<file path="config.mk">
export PLATFORM = sky130hd
export DESIGN_NAME = hv_wdg_reg_scan_ctrl
export DESIGN_NICKNAME = d
export VERILOG_FILES = /design/src/rtl/hv_wdg_reg_scan_ctrl.sv
export SDC_FILE = /design/constraint.sdc
export NUM_CORES = 1
export LEC_CHECK = 0
export ABC_AREA = 1
export CORE_ASPECT_RATIO = 0.7
export CORE_UTILIZATION = 36
export DETAILED_ROUTE_END_ITERATION = 8
export GPL_TIMING_DRIVEN = 1
export SLEW_MARGIN = 20
export SYNTH_ARGS = -nofsm -noshare
export SYNTH_HDL_FRONTEND = slang
export SYNTH_SLANG_ARGS = --single-unit
</file>
<file path="constraint.sdc">
create_clock -name i_clk -period 2.9 [get_ports i_clk]
set_clock_uncertainty 0.05 [all_clocks]
set_input_delay 0.58 -clock i_clk [delete_from_list [all_inputs] [get_ports i_clk]]
set_output_delay 0.58 -clock i_clk [all_outputs]
set_load 0.05 [all_outputs]
</file>
<file path="src/rtl/hv_wdg_reg_scan_ctrl.sv">
// hv_wdg_reg_scan_ctrl
// Periodic watchdog register-integrity scanner. After an idle gap it walks an address
// window, issuing one held read per address. Each returned word is checked against a
// locally computed CRC-8, and a read whose ack does not arrive in time counts as a timeout.
// Both kinds of error produce a one-cycle pulse, set a sticky fail flag and increment a
// saturating error counter.
module hv_wdg_reg_scan_ctrl #(
    parameter int AW          = 7,
    parameter int DW          = 8,
    parameter int CRC_W       = 8,
    parameter int PERIOD_CYC  = 1024,
    parameter int TIMEOUT_CYC = 64,
    parameter int ERR_CNT_W   = 8
) (
    input  logic                 i_clk,
    input  logic                 i_rst_n,
    input  logic                 i_scan_en,
    input  logic [AW-1:0]        i_scan_start_addr,
    input  logic [AW-1:0]        i_scan_end_addr,
    input  logic                 i_err_clr,
    output logic                 o_wdg_scan_rac_rd_req,
    output logic [AW-1:0]        o_wdg_scan_rac_addr,
    input  logic                 i_rac_wdg_scan_ack,
    input  logic [DW-1:0]        i_rac_wdg_scan_data,
    input  logic [CRC_W-1:0]     i_rac_wdg_scan_crc,
    output logic                 o_scan_busy,
    output logic                 o_scan_done,
    output logic                 o_scan_err,
    output logic                 o_scan_err_type,
    output logic [AW-1:0]        o_scan_err_addr,
    output logic                 o_scan_fail,
    output logic [ERR_CNT_W-1:0] o_err_cnt
);

    localparam int GAP_W = $clog2(PERIOD_CYC + 1);
    localparam int TO_W  = $clog2(TIMEOUT_CYC + 1);
    localparam logic [GAP_W-1:0] GAP_LAST = GAP_W'(PERIOD_CYC - 1);
    localparam logic [TO_W-1:0]  TO_LAST  = TO_W'(TIMEOUT_CYC - 1);
    localparam logic [CRC_W-1:0] CRC_POLY = CRC_W'(8'h07);

    typedef enum logic [1:0] {
        ST_IDLE = 2'd0,
        ST_GAP  = 2'd1,
        ST_REQ  = 2'd2,
        ST_NEXT = 2'd3
    } state_t;

    state_t                 state_q, state_d;
    logic [GAP_W-1:0]       gap_cnt_q, gap_cnt_d;
    logic [TO_W-1:0]        to_cnt_q, to_cnt_d;
    logic [AW-1:0]          addr_q, addr_d;
    logic [AW-1:0]          end_q, end_d;
    logic                   req_q, req_d;
    logic                   busy_q, busy_d;
    logic                   done_q, done_d;
    logic                   err_q, err_d;
    logic                   err_type_q, err_type_d;
    logic [AW-1:0]          err_addr_q, err_addr_d;
    logic                   fail_q, fail_d;
    logic [ERR_CNT_W-1:0]   err_cnt_q, err_cnt_d;

    logic                   ack_valid;
    logic                   crc_bad;
    logic                   timeout_hit;
    logic                   err_hit;

    // MSB-first CRC-8 shift register, zero initial value, no reflection or final xor.
    function automatic logic [CRC_W-1:0] crc_calc(input logic [DW-1:0] data);
        logic [CRC_W-1:0] crc;
        logic             fb;
        crc = '0;
        for (int i = DW - 1; i >= 0; i--) begin
            fb  = crc[CRC_W-1] ^ data[i];
            crc = {crc[CRC_W-2:0], 1'b0};
            if (fb) begin
                crc = crc ^ CRC_POLY;
            end
        end
        return crc;
    endfunction

    // Acks are only meaningful while a read is outstanding; stale ones are dropped here.
    assign ack_valid   = (state_q == ST_REQ) && i_rac_wdg_scan_ack;
    assign crc_bad     = ack_valid && (crc_calc(i_rac_wdg_scan_data) != i_rac_wdg_scan_crc);
    // An ack arriving on the last allowed cycle still wins over the timeout.
    assign timeout_hit = (state_q == ST_REQ) && !i_rac_wdg_scan_ack && (to_cnt_q == TO_LAST);
    // Disabling the scanner suppresses any error decided in the same cycle.
    assign err_hit     = i_scan_en && (crc_bad || timeout_hit);

    // State register.
    always_ff @(posedge i_clk or negedge i_rst_n) begin
        if (!i_rst_n) begin
            state_q <= ST_IDLE;
        end else begin
            state_q <= state_d;
        end
    end

    // Next-state logic; dropping the enable returns to IDLE from any state.
    always_comb begin
        state_d = state_q;
        if (!i_scan_en) begin
            state_d = ST_IDLE;
        end else begin
            case (state_q)
                ST_IDLE: state_d = ST_GAP;
                ST_GAP:  if (gap_cnt_q == GAP_LAST) state_d = ST_REQ;
                ST_REQ:  if (ack_valid || timeout_hit) state_d = ST_NEXT;
                ST_NEXT: state_d = (addr_q == end_q) ? ST_GAP : ST_REQ;
                default: state_d = ST_IDLE;
            endcase
        end
    end

    // Counters, window address and registered outputs for the next cycle.
    always_comb begin
        // Counters run only inside their own state, so they restart at zero on every entry.
        gap_cnt_d  = (i_scan_en && (state_q == ST_GAP)) ? gap_cnt_q + GAP_W'(1) : '0;
        to_cnt_d   = (i_scan_en && (state_q == ST_REQ) && !i_rac_wdg_scan_ack)
                     ? to_cnt_q + TO_W'(1) : '0;
        addr_d     = addr_q;
        end_d      = end_q;
        // Request follows the state by one cycle, so it stays up through NEXT after an ack.
        req_d      = i_scan_en && (state_q == ST_REQ);
        busy_d     = (state_d == ST_REQ) || (state_d == ST_NEXT);
        done_d     = (state_q == ST_NEXT) && (state_d == ST_GAP);
        err_d      = err_hit;
        err_type_d = err_type_q;
        err_addr_d = err_addr_q;
        fail_d     = fail_q;
        err_cnt_d  = err_cnt_q;

        if ((state_q == ST_GAP) && (state_d == ST_REQ)) begin
            // Window is sampled once per pass; an inverted window collapses to its start.
            addr_d = i_scan_start_addr;
            end_d  = (i_scan_end_addr < i_scan_start_addr) ? i_scan_start_addr : i_scan_end_addr;
        end else if ((state_q == ST_NEXT) && (state_d == ST_REQ)) begin
            addr_d = addr_q + AW'(1);
        end

        if (err_hit) begin
            err_type_d = timeout_hit;
            err_addr_d = addr_q;
        end

        // Clear beats a simultaneous error for the flag and counter, but not for the pulse.
        if (i_err_clr) begin
            fail_d    = 1'b0;
            err_cnt_d = '0;
        end else if (err_hit) begin
            fail_d = 1'b1;
            if (err_cnt_q != {ERR_CNT_W{1'b1}}) begin
                err_cnt_d = err_cnt_q + ERR_CNT_W'(1);
            end
        end
    end

    // Datapath and output registers.
    always_ff @(posedge i_clk or negedge i_rst_n) begin
        if (!i_rst_n) begin
            gap_cnt_q  <= '0;
            to_cnt_q   <= '0;
            addr_q     <= '0;
            end_q      <= '0;
            req_q      <= 1'b0;
            busy_q     <= 1'b0;
            done_q     <= 1'b0;
            err_q      <= 1'b0;
            err_type_q <= 1'b0;
            err_addr_q <= '0;
            fail_q     <= 1'b0;
            err_cnt_q  <= '0;
        end else begin
            gap_cnt_q  <= gap_cnt_d;
            to_cnt_q   <= to_cnt_d;
            addr_q     <= addr_d;
            end_q      <= end_d;
            req_q      <= req_d;
            busy_q     <= busy_d;
            done_q     <= done_d;
            err_q      <= err_d;
            err_type_q <= err_type_d;
            err_addr_q <= err_addr_d;
            fail_q     <= fail_d;
            err_cnt_q  <= err_cnt_d;
        end
    end

    assign o_wdg_scan_rac_rd_req = req_q;
    assign o_wdg_scan_rac_addr   = addr_q;
    assign o_scan_busy           = busy_q;
    assign o_scan_done           = done_q;
    assign o_scan_err            = err_q;
    assign o_scan_err_type       = err_type_q;
    assign o_scan_err_addr       = err_addr_q;
    assign o_scan_fail           = fail_q;
    assign o_err_cnt             = err_cnt_q;

endmodule
</file>
* Word level (Yosys, flattened, before mapping)
Index checks and enable logic that the tools add are counted.
** Word-level totals
- Flip-flop bits (word level) :: 55
- Bits of input ports :: 35
- Logic and storage cells :: 86
- RAM bits :: 0
- Memories :: 0
- Output and inout port bits :: 28
- Latch bits :: 0
- Memory bits (read-only) :: 0
** Cells by class
- $lt $le $gt $ge :: 1
- Divide/modulo/power cells :: 0
- Bitwise logic cells :: 14
- Mux-type cells :: 23
- Eq/ne operators :: 11
- Reductions and logical operators :: 20
- Add/subtract/negate cells :: 4
- $mul :: 0
- Shift operators :: 0
** Operators by type and width (count)
- 7-bit two-way mux :: 4
- 3-bit two-way mux :: 8
- 8-bit two-way mux :: 3
- 3-bit inverter :: 7
- 7-bit by 1-bit adder with 7-bit output, second input constant :: 2
- 11-bit by 1-bit adder with 11-bit output, second input constant :: 1
- 11-bit by 10-bit == test with 1-bit output, second input constant :: 1
- 1-bit logical AND :: 11
- 11-bit two-way mux :: 1
- 8-bit by 1-bit adder with 8-bit output, second input constant :: 1
- 2-bit == test, second input constant :: 4
- 2-bit two-way mux :: 4
- 8-bit inequality test :: 1
- 8-bit inequality test, second input constant :: 1
- 2-bit one-hot mux with 4 select lines :: 1
- 7-bit by 6-bit == test with 1-bit output, second input constant :: 1
- 7-bit == test :: 1
- 7-bit less-than comparator :: 1
- 2-bit nonzero test :: 3
- 1-bit XOR, first input constant :: 5
- 2-bit by 1-bit == test with 1-bit output, second input constant :: 2
- 1-bit logical OR :: 3
- 2-bit logical NOT :: 1
- 1-bit two-way mux :: 2
- 3 further kinds :: 4

* Depth between registers and ports, before layout
Gate-level depths: netlist (run 1).
- Word-level depth :: 21
- Mapped depth :: 14

* Least setup slack after synthesis (run 1)
OpenSTA, ideal clock, no wires.
- Kind :: flip-flop to flip-flop
- From :: reg err_cnt_q[0], in the netlist o_err_cnt[0]
- To :: reg err_cnt_q[6], in the netlist o_err_cnt[6]
- Clock period less this slack :: 2034 ps
- Buffers on the path :: 0
- Data required time :: 2784 ps
- Data arrival time :: 1918 ps
- Setup slack :: 866 ps
- Cell stages (with the launch flop) :: 8
- Path through :: dfrtp_1 ha_1 nand2_1 nor3b_1 nand4_1 nand2_4 nand2_1 nand2_1
** Between the ends
- Word-level cells in the longest chain between the ends :: 4
- Elaborated cells between the ends (all ways) :: 7
- Those cells by class :: add/sub (1); eq/ne (1); mux (3); reduce/logical (2)
** RTL lines
- start, declared :: RTL line 60 : logic [ERR_CNT_W-1:0] err_cnt_q, err_cnt_d;
- start signal, assigned :: RTL line 185 : err_cnt_q <= err_cnt_d;
- 8-bit by 1-bit adder with 8-bit output :: RTL line 153 : err_cnt_d = err_cnt_q + ERR_CNT_W'(1);
- 8-bit two-way mux :: RTL line 152 : if (err_cnt_q != {ERR_CNT_W{1'b1}}) begin
- 8-bit two-way mux :: RTL line 150 : end else if (err_hit) begin
- 8-bit two-way mux :: RTL line 147 : if (i_err_clr) begin
Several ways; a longest one is shown, not always the timed one. The select of a mux whose other input is x is not followed.
A chain may end at the register's enable or synchronous reset.

* Final worst setup path (run 1)
- From :: in i_rac_wdg_scan_data[5]
- To :: reg err_cnt_q[3], in the netlist o_err_cnt[3]
** Between the ends
- Word-level cells in the longest chain between the ends :: 12
** RTL lines
- start, declared :: RTL line 24 : input logic [DW-1:0] i_rac_wdg_scan_data,
- 1-bit XOR (*) :: RTL line 73 : fb = crc[CRC_W-1] ^ data[i];
- 3-bit two-way mux (*) :: RTL line 75 : if (fb) begin
- 3-bit inverter (no line)
- 3-bit two-way mux :: RTL line 75
- 3-bit inverter (no line)
- 3-bit two-way mux :: RTL line 75
- 8-bit inequality test (*) :: RTL line 84 : assign crc_bad = ack_valid && (crc_calc(i_rac_wdg_scan_data) != i_rac_wdg_scan_crc);
- 1-bit logical AND (*) :: RTL line 84
- 1-bit logical OR (*) :: RTL line 88 : assign err_hit = i_scan_en && (crc_bad || timeout_hit);
- 1-bit logical AND (*) :: RTL line 88
- 2-bit nonzero test (no line) (*)
- 2-bit AND reduction (no line) (*)
Every way passes the cells marked *; elsewhere a longest branch is shown, timed or not.

==> results of run 1 <==
-- cells in the mapped netlist (all sizes together) --
master | number | area, sq um
nor3 | 9 | 55.1
nor2 | 33 | 153
a21oi | 12 | 60.1
o211ai | 1 | 7.51
xnor2 | 5 | 43.8
o21ai | 24 | 143
nand4 | 10 | 62.6
o221a | 1 | 11.3
nand2 | 155 | 604
or2 | 2 | 12.5
o21bai | 1 | 18.8
and3 | 1 | 6.26
clkbuf | 1 | 3.75
o21a | 1 | 7.51
buf | 3 | 27.5
o31ai | 1 | 7.51
nand3b | 3 | 26.3
ha | 10 | 125
dfrtp | 55 | 1380
xor2 | 13 | 114
inv | 59 | 224
nand3 | 32 | 195
nor3b | 3 | 22.5
-- per-layer routing --
layer  vias to the layer above  global-route usage
li1                       1527                   -
met1                      1329               0.245
met2                        58               0.254
met3                         8              0.0365
met4                         0              0.0494
met5                         -                   0
-- what timing repair did --
item | CTS | global route
gates resized for setup | 0 | 0
hold buffers | 1 | 0
endpoints found under the hold margin | 1 | 0
-- logic make-up after synthesis --
group / after synthesis / share of synthesized area
fa+ha+maj: 10 / 0.0378
xor+xnor: 18 / 0.0477
buf+inv: 63 / 0.0772
simple gates: 248 / 0.344
flops: 55 / 0.416
compound gates: 41 / 0.0772
-- cell type report --
cell class / count / area (sq um) / area share
clock inverter: 3 / 18.8 / 0.00444
clock buffer: 5 / 125 / 0.0296
sequential: 55 / 1380 / 0.326
timing repair buffer: 67 / 656 / 0.155
inverter: 59 / 224 / 0.0530
tap: 120 / 150 / 0.0355
multi-input combinational: 317 / 1680 / 0.397
-- worst paths after layout --
check                                       startpoint                                  to  slack [ns]  depth (start not counted)
worst max-delay path            i_rac_wdg_scan_data[5]            o_err_cnt[3]$_DFFE_PN0P_        0.61                         15
worst min-delay path             to_cnt_q[0]$_DFF_PN0_               to_cnt_q[0]$_DFF_PN0_        0.41                          1
worst max register to register  gap_cnt_q[0]$_DFF_PN0_  o_wdg_scan_rac_addr[4]$_DFFE_PN0P_        0.81                         12
worst min register to register   to_cnt_q[0]$_DFF_PN0_               to_cnt_q[0]$_DFF_PN0_        0.41                          1
max in group asynchronous                      i_rst_n                end_q[0]$_DFFE_PN0P_        1.64                          3
min in group asynchronous                      i_rst_n               to_cnt_q[0]$_DFF_PN0_        0.54                          2
-- worst max-delay path, cell delays in order --
cell and delay (ns):
clkdlybuf4s50_1 0.58, inv_2 0.09, nand2_1 0.06, nand2_1 0.07, nand2_1 0.07, inv_1 0.04, nor2_1 0.08, nand2_1 0.06
nor2_1 0.10, nand2_1 0.11, o21bai_4 0.27, nand2_4 0.12, nand2_4 0.13, nand2_1 0.07, nand2_1 0.05
-- power breakdown --
part	switching [mW]	total [mW]	internal, mW
Combinational	0.140	0.236	0.0965
Clock	0.278	0.598	0.321
Sequential	0.00666	0.781	0.775
-- sequential cells by signal, summed over array words and instances, names as in the netlist, 2 cells and up --
| register | count |
|---|---|
| o_scan_err_addr | 7 |
| to_cnt_q | 7 |
| end_q | 7 |
| state_q | 2 |
| gap_cnt_q | 11 |
| o_err_cnt | 8 |
| o_wdg_scan_rac_addr | 7 |
==> results.json, run 1 <==
{
  "yosysWarnings": 0,
  "fin_nets": 550,
  "drt_iter0_drc": 157,
  "initial_utilization": 0.381,
  "layout-drive-gt1-share": 0.0791,
  "criticalPathCategory": "primary input to flip-flop",
  "grt_pass1_wl_um": 12600,
  "synth_seq_cells": 55,
  "worst_setup_path_start_kind": "primary input",
  "netlist_area_sq_um": 3310,
  "cts_tree": "built",
  "wl_met3_um": 330,
  "grt_remaining_overflow": 0,
  "period_minus_slack_ns": 2.29,
  "grt_pass1_vias": 2687,
  "clockBufferDepth": 2,
  "path_clk_slew_ns": 0.07,
  "dr.max_layer_used": "met4",
  "postRouteAntennaNets": 0,
  "gp_congestion": 0.820,
  "drt-total-wl_um": 7380,
  "drcViolationCount": 0,
  "wl_per_cell_um": 11.8,
  "hold_class": "flip-flop to flip-flop",
  "power.total_mw": 1.62,
  "fill_cells": 866,
  "layout_commonest_cell": "nand2_1",
  "cts.sinks": 55,
  "core_sq_um": 8690,
  "routed-via-count": 2922,
  "cp_max_fo": 9,
  "hold-worst-slack_ns": 0.415,
  "ir_worst_vdd_v": 0.000176,
  "powerDensity_nw_per_um2": 382,
  "place_area_sq_um": 4070,
  "diodes": 0,
  "synth.net_count": 480,
  "antenna_found_initial": 0,
  "die-height_um": 82.2,
  "dr_wl_met2_um": 3080,
  "std_cell_rows": 28,
  "period_share": 0.790,
  "cts_max_level": 2,
  "final_cell_mix": "nand2_1, clkdlybuf4s50_1, inv_1",
  "seq_area_frac_synth": 0.416,
  "cp-end-kind": "flip-flop",
  "rsz0062_at_grt": "false",
  "fin_cells": 626,
  "netlist_instances": 435,
  "hpwl_um": 5850,
  "max_slew.worst_pin.slew_ns": 0.520,
  "clock.fmax_ghz": 0.437,
  "status": "complete, no violations",
  "critPathArrivalTime_ns": 2.48,
  "relSlewSlack": 0.652,
  "setup_tns_ns": 0,
  "drv_cap": 0,
  "drt-met1-wl_um": 3890,
  "stdcell_area_sq_um": 4230,
  "ioPinCount": 63,
  "setup_viol": 0,
  "area_delta_synth_final_pct": 27.8,
  "setup_ws_ns": 0.609,
  "place_inst": 617,
  "cts_buffers": 5,
  "cts_root_buf": "clkbuf_16",
  "post-place-ws_ns": 0.268,
  "final_core_util": 0.486,
  "clkLatencyLatePin_ns": 0.30,
  "drt_first_pass_iters": 4,
  "hold_viol_final": 0,
  "die_x_um": 117,
  "syn_avg_cell_area_sq_um": 7.60,
  "grt_max_degree": 35,
  "cts_setup_buffers": 0,
  "slew_violations": 0,
  "globalRouteTotalUtil": 0.170,
  "port_buffers": 62,
  "required_ns": 3.09,
  "dieArea_sq_um": 9580,
  "via_per_inst": 4.67,
  "leakage_nw": 2.16,
  "synth_cell_types": 38
}
(Power assumes the default switching activity.)
==> run 2, diff against run 1 <==
==> constraint.sdc (replaced) <==
create_clock -name i_clk -period 1.9 [get_ports i_clk]
set_clock_uncertainty 0.05 [all_clocks]
set_input_delay 0.38 -clock i_clk [delete_from_list [all_inputs] [get_ports i_clk]]
set_output_delay 0.38 -clock i_clk [all_outputs]
set_load 0.05 [all_outputs]
==> results.json, run 2 (same netlist as run 1, synthesis figures left out) <==
{
  "period_minus_slack_ns": 1.90,
  "drv_cap": 0,
  "period_share": 0.999,
  "max_slew.worst_pin.slew_ns": 0.495,
  "std_cell_rows": 28,
  "drt_iter0_drc": 142,
  "fill_cells": 835,
  "grt_pass1_wl_um": 13300,
  "p_comb_frac": 0.149,
  "status": "complete, no violations",
  "cts.sinks": 55,
  "place_inst": 647,
  "initial_utilization": 0.381,
  "power.total_mw": 2.69,
  "grt_max_degree": 56,
  "crit_path_frequent_cell": "nand2_2",
  "criticalPathCategory": "flip-flop to flip-flop",
  "via_per_inst": 4.63,
  "ir_worst_vdd_v": 0.000358,
  "clockBufferDepth": 2,
  "internal_power_mw": 2.02,
  "gp_congestion": 0.845,
  "fin_cells": 667,
  "cts_buffers": 5,
  "clock.fmax_ghz": 0.527,
  "core_sq_um": 8690,
  "setup_viol": 0,
  "layout_commonest_cell": "nand2_1",
  "diodes": 0,
  "hold_viol_final": 0,
  "die-height_um": 82.2,
  "ioPinCount": 63,
  "postRouteAntennaNets": 0,
  "largest_reg_flops": 11,
  "powerDensity_nw_per_um2": 569,
  "port_buffers": 62,
  "grt_use_met1": 0.256,
  "antenna_found_initial": 0,
  "wl_per_cell_um": 12.2,
  "grt_pass1_vias": 2787,
  "grt_remaining_overflow": 0,
  "cts_max_level": 2,
  "cp_slowest_cell": "dfrtp_1",
  "cts_root_buf": "clkbuf_16",
  "hpwl_um": 6150,
  "hold_class": "primary input to async pin",
  "worst_setup_path_start_kind": "flip-flop",
  "critPathBufInv": 1,
  "relSlewSlack": 0.669,
  "layout-drive-gt1-share": 0.280,
  "cp-end-kind": "flip-flop",
  "rsz0062_at_grt": "true",
  "ctsHoldBuffers": 0,
  "cp.depth": 13,
  "drt_first_pass_iters": 4,
  "cp_max_fo": 8,
  "met3_usage": 0.0350,
  "drcViolationCount": 0,
  "clkLatencyLatePin_ns": 0.30,
  "p_seq_frac": 0.445,
  "routed-via-count": 3085,
  "area_delta_synth_final_pct": 42.9,
  "drt-total-wl_um": 8140,
  "p_clk_frac": 0.406,
  "ff2ff_path_depth": 13,
  "grt_busiest_layer": "met2",
  "slew_violations": 0,
  "cts_tree": "built",
  "leakage_nw": 2.52,
  "cp_top_family": "simple AND/OR/NAND/NOR gates",
  "required_ns": 2.04,
  "die_x_um": 117,
  "path_clk_slew_ns": 0.07,
  "critPathArrivalTime_ns": 2.04,
  "top_register": "gap_cnt_q",
  "swShare": 0.250,
  "fin_nets": 591,
  "globalRouteTotalUtil": 0.180,
  "final_cell_mix": "nand2_1, buf_4, inv_1",
  "netSwitchingPower_mw": 0.670,
  "slowest_delay_ns": 0.36,
  "dieArea_sq_um": 9580,
  "path_cells": "ha_2 -> nand2_2 -> inv_2 -> nand2_2 -> nor2_4 -> nand2_2 -> nor2_4 -> o21ai_4 -> o21bai_4 -> nand2_4 -> nand2_8 -> nand2_2 -> nand2_2",
  "grt_use_met2": 0.281
}
## run 2: final timing paths
path | startpoint | end | slack, ns
worst min-delay path | i_rst_n | o_scan_err$_DFF_PN0_ | 0.006
worst max register to register | to_cnt_q[1]$_DFF_PN0_ | o_err_cnt[5]$_DFFE_PN0P_ | 0.002
worst max-delay path | to_cnt_q[1]$_DFF_PN0_ | o_err_cnt[5]$_DFFE_PN0P_ | 0.002
min in group i_clk | o_scan_err_type$_DFFE_PN0P_ | o_scan_err_type$_DFFE_PN0P_ | 0.44
worst min register to register | o_scan_err_type$_DFFE_PN0P_ | o_scan_err_type$_DFFE_PN0P_ | 0.44
max in group asynchronous | i_rst_n | o_wdg_scan_rac_addr[2]$_DFFE_PN0P_ | 1.49
## run 2: layout make-up
class                           instances  area, sq um  share of cell area
Multi-Input combinational cell        318         1850               0.391
Clock inverter                          2         38.8             0.00821
Tap cell                              120          150              0.0318
Inverter                               59          226              0.0479
Sequential cell                        55         1380               0.293
Clock buffer                            6          139              0.0294
Timing Repair Buffer                  107          938               0.199
## run 2: layer usage
layer	wire length (um)	share of wire
met1	4130	0.51
met2	3680	0.45
met3	256	0.031
met4	76	0.0093
met5	0	0
## run 2: what timing repair did
item | in CTS | in global routing
setup buffers | 4 | 7
gates cloned | 1 | 0
endpoints found under the setup margin | 24 | 35
resized for setup | 9 | 61
pin swaps | 9 | 18
## run 2: per-stage QoR
stage | util | instance area (sq um) | hold WS [ns] | setup slack [ns] | setup TNS [ns]
after CTS | 0.518 | 4500 | 0.0336 | -0.0132 | -0.0180
after detailed placement | 0.490 | 4260 | 0.349 | -0.373 | -7.70
after global routing | 0.544 | 4720 | 0.0466 | -0.135 | -2.37
after global placement | 0.490 | 4260 | 0.353 | -0.304 | -6.78
after floorplan | - | 3310 | 0.0344 | 0.0250 | 0
final | 0.544 | 4720 | 0.00567 | 0.00167 | 0
## run 2: power by group through the flow
| stage | registers [mW] | clock network, mW | logic (mW) |
|---|---|---|---|
| after floorplan | 1.25 | 0 | 0.158 |
| after global placement | 1.22 | 0 | 0.383 |
| after detailed placement | 1.22 | 0 | 0.388 |
| after CTS | 1.19 | 1.12 | 0.388 |
| after global routing | 1.20 | 1.17 | 0.450 |
| final | 1.20 | 1.09 | 0.400 |
==> run 3, diff against run 2 <==
--- a/config.mk
+++ b/config.mk
@@ -5,7 +5,6 @@
 export SDC_FILE = /design/constraint.sdc
 export NUM_CORES = 1
 export LEC_CHECK = 0
-export ABC_AREA = 1
 export CORE_ASPECT_RATIO = 0.7
 export CORE_UTILIZATION = 36
 export DETAILED_ROUTE_END_ITERATION = 8
==> results.json, run 3 <==
{
  "status": "finished with violations",
  "violations": "DRC, setup timing",
  "port_buffers": 62,
  "netlist_area_sq_um": 3030,
  "grt_pass1_vias": 2720,
  "leakage_nw": 2.29,
  "setup_viol": 18,
  "die-height_um": 78.7,
  "worst_setup_path_start_kind": "primary input",
  "diodes": 0,
  "top_register": "gap_cnt_q",
  "seq_area_frac_synth": 0.454,
  "async_flop_share": 1.00,
  "synth_top_cell_by_area": "dfrtp_1",
  "setup_ws_ns": -0.201,
  "final-seq-area_sq_um": 1390,
  "final_cell_mix": "buf_4, dfrtp_1, nor2_1",
  "synth.area.top_cells": "dfrtp_1, xnor2_1, nor2_1, ha_1, xor2_1",
  "hold_class": "primary input to async pin",
  "routed-via-count": 2711,
  "startpoint": "i_rac_wdg_scan_data[6]",
  "synth_most_common_cell": "dfrtp_1",
  "yosysWarnings": 0,
  "area_delta_synth_final_pct": 60.1,
  "synth_cell_types": 44,
  "period_minus_slack_ns": 2.10,
  "criticalPathCategory": "primary input to flip-flop",
  "drt_iter0_drc": 139,
  "rsz0062_at_grt": "true",
  "critPathArrivalTime_ns": 2.24,
  "slew_violations": 0,
  "ff2ff_path_depth": 9,
  "yosysTopAreaCellShare": 0.454,
  "postRouteAntennaNets": 0,
  "cts_root_buf": "clkbuf_16",
  "ir_worst_vdd_v": 0.000331,
  "gp_congestion": 0.749,
  "final_core_util": 0.606,
  "path_cells": "buf_8 -> xnor3_2 -> xor2_2 -> mux2i_2 -> a2111oi_4 -> buf_4 -> nor2_4 -> buf_6 -> mux2_4",
  "r2r_setup_slack_ns": -0.10,
  "cts_max_level": 2,
  "cp_max_fo": 6,
  "powerDensity_nw_per_um2": 527,
  "cts_buffers": 5,
  "largest_reg_flops": 11,
  "clock.fmax_ghz": 0.476,
  "period_share": 1.11,
  "drcViolationCount": 4,
  "via_per_inst": 4.95,
  "dieArea_sq_um": 8790,
  "grt_max_degree": 56,
  "antenna_found_initial": 0,
  "netlist_instances": 303,
  "max_slew.worst_pin.slew_ns": 0.425,
  "cp-end-kind": "flip-flop",
  "syn_avg_cell_area_sq_um": 10.0,
  "layout-drive-gt1-share": 0.459,
  "clkLatencyLatePin_ns": 0.29,
  "drv_cap": 0,
  "std_cell_rows": 27,
  "relSlewSlack": 0.714,
  "hpwl_um": 5700,
  "required_ns": 2.03,
  "layout_commonest_cell": "buf_4",
  "slowest_delay_ns": 0.43,
  "globalRouteTotalUtil": 0.187,
  "grt_remaining_overflow": 0,
  "place_inst": 526,
  "cts_tree": "built",
  "ioPinCount": 63,
  "synth.net_count": 348,
  "fill_cells": 656,
  "grt_pass1_wl_um": 13000,
  "cts.sinks": 55,
  "r2r-start": "to_cnt_q[0]$_DFF_PN0_",
  "wl_per_cell_um": 14.4,
  "synth_top_flop_cell": "dfrtp_1",
  "hold_viol_final": 0,
  "synth_seq_cells": 55,
  "fin_nets": 491,
  "fin_cells": 548,
  "synth_common_cells": "dfrtp_1, nor2_1, xnor2_1",
  "drt_first_pass_iters": 6,
  "multiInputGateArea_sq_um": 1920,
  "die_x_um": 112,
  "drt-total-wl_um": 7890,
  "path_clk_slew_ns": 0.07,
  "initial_utilization": 0.378,
  "synth_edf_count": 0,
  "clockBufferDepth": 2,
  "core_sq_um": 8010,
  "hold-worst-slack_ns": 0.0241,
  "cp_slowest_cell": "xnor3_2"
}
==> run 3: routing by layer <==
metal,vias up,track usage,share of wire
met2,52,0.286,0.45
met4,0,0.0324,0.0058
met1,1313,0.270,0.50
li1,1341,-,-
met5,-,0,0
met3,5,0.0443,0.043
==> run 3: path summary, 6_finish.rpt <==
path	end
setup / recovery	o_scan_err_addr[5]$_DFFE_PN0P_
hold / removal	to_cnt_q[2]$_DFF_PN0_
setup reg to reg	o_err_cnt[1]$_DFFE_PN0P_
hold reg to reg	o_scan_err_addr[0]$_DFFE_PN0P_
max in group asynchronous	o_err_cnt[0]$_DFFE_PN0P_
min in group i_clk	end_q[5]$_DFFE_PN0P_
==> run 3: cell families after synthesis <==
| group | count (synthesis) | share of synthesized area |
|---|---|---|
| flip-flops | 55 | 0.454 |
| adder cells (fa/ha/maj) | 10 | 0.0413 |
| AND/OR/NAND/NOR | 110 | 0.177 |
| AO/OA/AOI/OAI | 46 | 0.0983 |
| XOR/XNOR | 37 | 0.116 |
| multiplexers | 21 | 0.0797 |
| buffers and inverters | 24 | 0.0326 |
==> run 3: critical path: cells and delay by family <==
kind / cells / cell delay (ns)
AOI/OAI and AO/OA: 1 / 0.34
muxes: 2 / 0.44
buffers and inverters: 3 / 0.41
xor gates and xnor gates: 2 / 0.60
and+or+nand+nor: 1 / 0.05
==> run 3: area by class of cell <==
| class | count | area share |
|---|---|---|
| timing repair buffer | 144 | 0.251 |
| clock buffer | 7 | 0.0294 |
| clock inverter | 1 | 0.00103 |
| sequential | 55 | 0.286 |
| tap | 101 | 0.0261 |
| multi-input combinational | 225 | 0.395 |
| inverter | 15 | 0.0116 |
==> run 3: repair_timing <==
item | CTS | global route
resized for setup | 81 | 45
setup buffers | 11 | 2
pin swaps | 39 | 20
setup endpoints to repair | 32 | 32
hold buffers | 0 | 0
gates cloned | 1 | 0
==> run 3: stage by stage <==
step | setup TNS, ns | power (mW) | setup WS (ns) | instance area [sq um]
3_3_place_gp | -22.61 | 1.57 | -1.09 | 4270
6_report | -2.50 | 2.55 | -0.201 | 4850
2_1_floorplan | -5.60 | 1.38 | -0.443 | 3100
3_5_place_dp | -23.34 | 1.58 | -1.13 | 4270
5_1_grt | -3.75 | 2.68 | -0.300 | 4850
4_1_cts | -2.88 | 2.55 | -0.254 | 4670
==> run 3: power breakdown <==
part           total, mW  switching, mW  internal [mW]
clock              0.938          0.413          0.524
sequential          1.18        0.00592           1.18
combinational      0.433          0.197          0.236
